--- config.mk ---
export PLATFORM = sky130hd
export DESIGN_NAME = lsu_mem
export DESIGN_NICKNAME = d
export VERILOG_FILES = /design/src/rtl/lsu_mem.sv
export SDC_FILE = /design/constraint.sdc
export NUM_CORES = 1
export LEC_CHECK = 0
export ABC_AREA = 1
export BUFFER_PORTS_ARGS = -buffer_cell sky130_fd_sc_hd__buf_2
export CORE_UTILIZATION = 40
export DETAILED_ROUTE_END_ITERATION = 10
export MAX_ROUTING_LAYER = met4
export PLACE_DENSITY = 0.7
export SETUP_SLACK_MARGIN = 0.3
export SLEW_MARGIN = 10
export SYNTH_ARGS = -nofsm -noshare
export SYNTH_HDL_FRONTEND = slang
export SYNTH_SLANG_ARGS = --single-unit
--- constraint.sdc ---
create_clock -name i_clk -period 1.85 [get_ports i_clk]
set_clock_uncertainty 0.05 [all_clocks]
set_input_delay 0.2775 -clock i_clk [delete_from_list [all_inputs] [get_ports i_clk]]
set_output_delay 0.2775 -clock i_clk [all_outputs]
set_load 0.01 [all_outputs]
--- src/rtl/lsu_mem.sv ---
// rtl/lsu_mem.sv - load/store memory-access stage with req/gnt/rvalid data bus
module lsu_mem #(
    parameter int CPU_WIDTH = 32,
    parameter int REG_ADDRW = 5
) (
    input  logic                 i_clk,
    input  logic                 i_rst_n,
    input  logic                 i_valid,
    output logic                 o_ready,
    input  logic [3:0]           i_lsu_opt,
    input  logic [CPU_WIDTH-1:0] i_addr,
    input  logic [CPU_WIDTH-1:0] i_wdata,
    input  logic [REG_ADDRW-1:0] i_rdid,
    input  logic                 i_rdwen,
    output logic                 o_valid,
    input  logic                 i_ready,
    output logic [CPU_WIDTH-1:0] o_rdata,
    output logic [REG_ADDRW-1:0] o_rdid,
    output logic                 o_rdwen,
    output logic                 o_misalign,
    output logic                 o_mem_req,
    output logic                 o_mem_we,
    output logic [CPU_WIDTH-1:0] o_mem_addr,
    output logic [CPU_WIDTH-1:0] o_mem_wdata,
    output logic [3:0]           o_mem_wstrb,
    input  logic                 i_mem_gnt,
    input  logic                 i_mem_rvalid,
    input  logic [CPU_WIDTH-1:0] i_mem_rdata
);

    localparam logic [3:0] LSU_NOP = 4'b1110;

    typedef enum logic [1:0] {IDLE, REQ, WAIT, RESP} state_t;
    state_t state, state_nxt;

    logic [3:0]           opt_q;
    logic [CPU_WIDTH-1:0] addr_q;
    logic [CPU_WIDTH-1:0] wdata_q;
    logic                 accept;
    logic                 in_nop;
    logic                 in_fault;
    logic [CPU_WIDTH-1:0] ld_w;
    logic [CPU_WIDTH-1:0] ld_ext;
    logic [3:0]           st_strb;
    logic [CPU_WIDTH-1:0] st_data;

    assign o_ready = (state == IDLE) | ((state == RESP) & i_ready);
    assign accept  = i_valid & o_ready;
    assign in_nop  = (i_lsu_opt == LSU_NOP);

    // Unsupported encodings are folded into the alignment fault path.
    always_comb begin
        in_fault = 1'b1;
        if (i_lsu_opt[0]) begin
            case (i_lsu_opt[3:1])
                3'b000:  in_fault = 1'b0;
                3'b001:  in_fault = i_addr[0];
                3'b010:  in_fault = |i_addr[1:0];
                default: in_fault = 1'b1;
            endcase
        end else begin
            case (i_lsu_opt[3:1])
                3'b000, 3'b100, 3'b111: in_fault = 1'b0;
                3'b001, 3'b101:         in_fault = i_addr[0];
                3'b010:                 in_fault = |i_addr[1:0];
                default:                in_fault = 1'b1;
            endcase
        end
    end

    always_ff @(posedge i_clk) begin
        if (!i_rst_n) state <= IDLE;
        else          state <= state_nxt;
    end

    always_comb begin
        state_nxt = state;
        case (state)
            IDLE: if (accept) state_nxt = (in_nop | in_fault) ? RESP : REQ;
            REQ:  if (i_mem_gnt) state_nxt = opt_q[0] ? RESP : WAIT;
            WAIT: if (i_mem_rvalid) state_nxt = RESP;
            RESP: begin
                if (accept)       state_nxt = (in_nop | in_fault) ? RESP : REQ;
                else if (i_ready) state_nxt = IDLE;
            end
            default: state_nxt = IDLE;
        endcase
    end

    always_comb begin
        ld_w = i_mem_rdata >> {addr_q[1:0], 3'b000};
        case (opt_q[3:1])
            3'b000:  ld_ext = {{(CPU_WIDTH-8){ld_w[7]}}, ld_w[7:0]};
            3'b001:  ld_ext = {{(CPU_WIDTH-16){ld_w[15]}}, ld_w[15:0]};
            3'b100:  ld_ext = {{(CPU_WIDTH-8){1'b0}}, ld_w[7:0]};
            3'b101:  ld_ext = {{(CPU_WIDTH-16){1'b0}}, ld_w[15:0]};
            default: ld_ext = ld_w;
        endcase
    end

    always_comb begin
        case (opt_q[3:1])
            3'b000: begin
                st_strb = 4'b0001 << addr_q[1:0];
                st_data = {4{wdata_q[7:0]}};
            end
            3'b001: begin
                st_strb = 4'b0011 << addr_q[1:0];
                st_data = {2{wdata_q[15:0]}};
            end
            default: begin
                st_strb = 4'b1111;
                st_data = wdata_q;
            end
        endcase
    end

    always_ff @(posedge i_clk) begin
        if (!i_rst_n) begin
            opt_q      <= 4'b0;
            addr_q     <= '0;
            wdata_q    <= '0;
            o_rdid     <= '0;
            o_rdwen    <= 1'b0;
            o_rdata    <= '0;
            o_misalign <= 1'b0;
        end else if (accept) begin
            opt_q      <= i_lsu_opt;
            addr_q     <= i_addr;
            wdata_q    <= i_wdata;
            o_rdid     <= i_rdid;
            o_misalign <= in_fault & ~in_nop;
            o_rdwen    <= i_rdwen & (in_nop | (~in_fault & ~i_lsu_opt[0]));
            o_rdata    <= in_nop ? i_addr : '0;
        end else if ((state == WAIT) && i_mem_rvalid) begin
            o_rdata    <= ld_ext;
        end
    end

    assign o_valid     = (state == RESP);
    assign o_mem_req   = (state == REQ);
    assign o_mem_we    = (state == REQ) & opt_q[0];
    assign o_mem_addr  = {addr_q[CPU_WIDTH-1:2], 2'b00};
    assign o_mem_wdata = st_data;
    assign o_mem_wstrb = ((state == REQ) & opt_q[0]) ? st_strb : 4'b0000;

endmodule
# --- Word level (Yosys, flattened, before mapping) ---
# Cells that the tools add are included.
word_totals:
  reg_bits: 109
  inputBits: 112
  out_inout_bits: 111
  wordCells: 66
classes:
  eq_ne: 16
  shifts: 3
  mux: 18
  bitwise: 12
  reduce_logical: 9
ops:
  columns: ["operator", "count"]
  rows:
  - ["32-bit one-hot mux with 4 select lines", 1]
  - ["32-bit 2-to-1 mux", 3]
  - ["32-bit one-hot mux with 2 select lines", 1]
  - ["32-bit by 5-bit right shift with 32-bit output", 1]
  - ["3-bit == test, second input constant", 5]
  - ["2-bit 2-to-1 mux", 6]
  - ["2-bit one-hot mux with 4 select lines", 1]
  - ["4-bit one-hot mux with 2 select lines", 1]
  - ["1-bit bitwise AND", 6]
  - ["3-bit by 1-bit == test with 1-bit output, second input constant", 2]
  - ["3-bit zero test", 2]
  - ["1-bit one-hot mux with 3 select lines", 2]
  - ["2-bit == test, second input constant", 2]
  - ["4-bit == test, second input constant", 1]
  - ["4-bit 2-to-1 mux", 1]
  - ["2-bit inequality test, second input constant", 2]
  - ["4-bit AND reduction", 1]
  - ["2-bit OR reduction", 2]
  - ["1-bit by 2-bit << shifter with 4-bit output, first input constant", 1]
  - ["2-bit by 2-bit << shifter with 4-bit output, first input constant", 1]
  - ["3-bit by 2-bit == test with 1-bit output, second input constant", 1]
  - ["3-bit by 1-bit inequality test with 1-bit output, second input constant", 1]
  - ["1-bit inverter", 3]
  - ["1-bit OR", 3]
  - ["other kinds (7)", 8]

# --- Depth between registers and ports, before layout ---
depth:
  ltp_word: 8
  ltp_mapped: 10
  mapped_depth_nobuf: 9

# --- Worst setup path before layout ---
# No wires, ideal clock.
synth_timing:
  kind: "reg-to-output"
  start: "reg opt_q[3]"
  end: "out o_mem_wdata[22]"
  arrival_ns: 1.381
  required_ns: 1.522
  slack_ns: 0.141
  stages_incl_launch_ff: 6
  path_buffers: 1
  path_cell_list: "dfxtp_1 -> nor3_2 -> inv_2 -> nand2_1 -> buf_2 -> mux2_1"
synth_between:
  elab_chain_len: 2
  word_cells_on_any_way: 3
  cone_classes: "eq/ne (1); mux (1); reduce/logical (1)"
synth_rtl:
  columns: ["element", "line", "text"]
  rows:
  - ["start: declaration", "36", "logic [3:0] opt_q;"]
  - ["start signal: assignment", "128", "opt_q <= i_lsu_opt;"]
  - ["3-bit by 1-bit == test with 1-bit output or 3-bit zero test (tied branches)", "102", "case (opt_q[3:1])"]
  - ["32-bit one-hot mux with 2 select lines (*)", "102", null]
  - ["end: declaration", "24", "output logic [CPU_WIDTH-1:0] o_mem_wdata,"]
# Every way passes the cells marked *; elsewhere a longest branch is shown, timed or not.

# --- Worst setup path after layout ---
layout_timing:
  start: "reg opt_q[2]"
  end: "out o_mem_wdata[9]"
# The elaborated chain is that of the path after synthesis.

==> results.json <==
{
  "cts.clk_slew.worst_paths_ns": 0.08,
  "io_buffers": 220,
  "crit_arrival_ns": 1.74,
  "worst_pin_slew_ns": 0.526,
  "start_util_pct": 41.6,
  "maxSlewViolCount": 0,
  "rsz0062_at_grt": "yes",
  "dieArea_mm2": 0.0151,
  "yosysWarnings": 0,
  "yosysSeqAreaShare_pct": 37.2,
  "cp-end-kind": "output port",
  "cts.sinks": 109,
  "core-area_mm2": 0.0141,
  "grt_max_degree": 41,
  "slowest_delay_ns": 0.37,
  "drc": 0,
  "synth_commonest_cells": "nand2_1, nor2_1, dfxtp_1",
  "cpMaxStageDelayCell": "dfxtp_4",
  "wl_mm": 27.3,
  "grt_pass1_wl_mm": 36.8,
  "synth_compound_area_share_pct": 17.3,
  "synthSimpleGateAreaFrac_pct": 29.5,
  "critical_path.top_delay_family": "buffers and inverters",
  "avgSynthCellArea_um2": 6.49,
  "rrSetupSlack_ns": -0.11,
  "cap_viol_max_count": 0,
  "fin_crit_sh_pct": 112,
  "hp-class": "input port to register",
  "area_delta_synth_final_pct": 79.8,
  "die_y_um": 123,
  "dp_slack_ns": 0.124,
  "ys_types": 26,
  "hold_viol_final": 0,
  "ys_async_sr_fraction_pct": 0,
  "first_pass_iters": 7,
  "clkLatencyLatePin_ns": 0.36,
  "endpoint": "o_mem_wdata[9]",
  "drtAntennaViolNets": 0,
  "cp-startpoint": "opt_q[2]$_SDFFE_PN0N_",
  "status": "finished, violations left",
  "htree_levels": 3,
  "synth_fa_ha_area_share_pct": 0,
  "grt_pass1_vias": 6798,
  "cts_tree": "done",
  "fin_util_pct": 74.8,
  "drt_iter0_markers": 715,
  "use_met2_pct": 50.4,
  "nets": 1264,
  "clock_path_buffers": 2,
  "grt.total_usage_pct": 33.5,
  "grt_overflow": 0,
  "vias": 7471,
  "synth-xor-area-share_pct": 0,
  "r2r_end": "wdata_q[26]$_SDFFE_PN0N_",
  "yosys.area.top_type": "dfxtp_1",
  "critPathRequiredTime_ns": 1.52,
  "synth-seq-cells": 109,
  "antenna_found_initial": 3,
  "ir_worst_vdd_uv": 759,
  "critPathMaxFanout": 9,
  "ioPinCount": 223,
  "setup_slack_ns": -0.216,
  "max_freq_ghz": 0.484,
  "drt-wirelength-per-cell_um": 20.4,
  "cp_cell_sequence": "nor2_2 > inv_2 > nor2_8 > buf_6 > nand2_1 > o21ai_1 > inv_1 > o21ai_0 > buf_2",
  "place.gp.congestion": 0.907,
  "syn_area_mm2": 0.00586,
  "rows": 43,
  "critical_path_buf_inv_count": 4,
  "layout-drive-gt1-share_pct": 54.0,
  "path_depth": 9,
  "p_leak_nw": 5.01,
  "setup_viol": 77,
  "synth_top_family_by_area": "simple AND/OR/NAND/NOR gates",
  "critPathLaunchType": "register",
  "use_met1_pct": 44.0,
  "via_per_inst": 5.58,
  "maxSlewHeadroom_pct": 64.9,
  "period_needed_ns": 2.07,
  "yosysMostFrequentCell": "nand2_1",
  "dp_hpwl_mm": 13.4,
  "ys.flop_type": "dfxtp_1",
  "syn_inst": 903,
  "grtUsageMet3_pct": 5.03,
  "synth_edf_count": 0,
  "fp.dieW_um": 123,
  "path_class": "register to output port",
  "netlist_top_cells_area": "dfxtp_1, nand2_1, o21ai_0, nor2_1, a21oi_1",
  "power_per_cell_area_mw_per_mm2": 1670,
  "violations": "setup timing",
  "root_buffer": "clkbuf_16",
  "r2r_start": "state[0]$_SDFFE_PN0P_",
  "top_usage_layer": "met2",
  "synth.area.mux_share_pct": 1.54,
  "yosys.area.top_type_share_pct": 37.2,
  "cts_buffers": 9,
  "rr_worst_depth": 13
}
==> worst reg2reg max path, cell delays in order (launching register included) <==
cell and delay [ns]:
dfxtp_2 0.36, buf_6 0.11, buf_6 0.08, buf_6 0.09, nand2_4 0.05, o21ai_4 0.18
nand2_4 0.14, buf_12 0.18, inv_16 0.07, buf_8 0.12, buf_12 0.12, buf_16 0.14
nor2_4 0.04, nor2_1 0.16
==> kinds of logic after synthesis <==
logic type,count (synthesis)
buffers and inverters,166
AO/OA/AOI/OAI,193
AND/OR/NAND/NOR,426
multiplexers,8
other,1
flip-flops,109
==> state kept, by name, summed over array words and instances (netlist names) <==
name        count
opt_q           4
wdata_q        32
o_rdid          5
o_misalign      1
o_rdwen         1
o_rdata        32
addr_q         32
state           2
==> stage by stage <==
stage	power, W	hold slack (ns)	instance area, um2	std cells	TNS, ns
finish	0.0176	0.104	10500	1339	-6.13
global placement	0.00894	0.398	6930	1234	0
global route	0.0183	0.116	10500	1339	-11.03
detailed placement	0.00899	0.404	6930	1234	0
floorplan	0.00728	0.370	5920	904	0
CTS	0.0157	0.0916	9610	1324	-3.52
==> worst min-delay path by stage <==
stage	from	to	slack (ns)	cells after the start
after floorplan	i_addr[17]	addr_q[17]$_SDFFE_PN0N_	0.37	2
after global placement	addr_q[16]$_SDFFE_PN0N_	addr_q[16]$_SDFFE_PN0N_	0.40	2
after detailed placement	addr_q[5]$_SDFFE_PN0N_	addr_q[5]$_SDFFE_PN0N_	0.40	2
after CTS	i_wdata[2]	wdata_q[2]$_SDFFE_PN0N_	0.09	3
after global routing	i_addr[21]	addr_q[21]$_SDFFE_PN0N_	0.12	3
final	i_rdid[4]	o_rdid[4]$_SDFFE_PN0N_	0.10	3
==> where the power goes <==
group          switching, W  internal, W
Combinational       0.00601      0.00592
Sequential         0.000651      0.00310
Clock              0.000977     0.000921
==> cell usage in the layout (no fill, tap or decap), drive strengths merged <==
master      n
o211ai     14
buf       329
nor2      125
nand3      69
a21oi      75
clkbuf     13
conb        2
diode       3
nand4       1
clkinv      4
bufbuf      1
mux2        8
nand2     228
nor3        3
clkinvlp    1
inv        70
o21ai     104
dfxtp     109
==> area by class of cell <==
cell class,instances,area [um2]
multi-input cells,629,4260
well taps,180,225
clock buffers,9,225
inverters,69,299
diodes,3,7.51
repair buffers,334,3290
flip-flops and latches,109,2190
clock inverters,6,47.5
fillers,944,3550
==> metal layers <==
layer / routed length (um) / part of all wire, %
met5: 0 / 0
met4: 1170 / 4.3
met3: 2270 / 8.3
met2: 13000 / 48
met1: 10800 / 40
==> repair_timing <==
action,in CTS,in global routing
gates resized for setup,349,194
pin swaps,97,94
hold buffers,0,0
gates cloned,36,5
endpoints found under the setup margin,119,140
setup buffers,39,7
(Power assumes the default switching activity.)
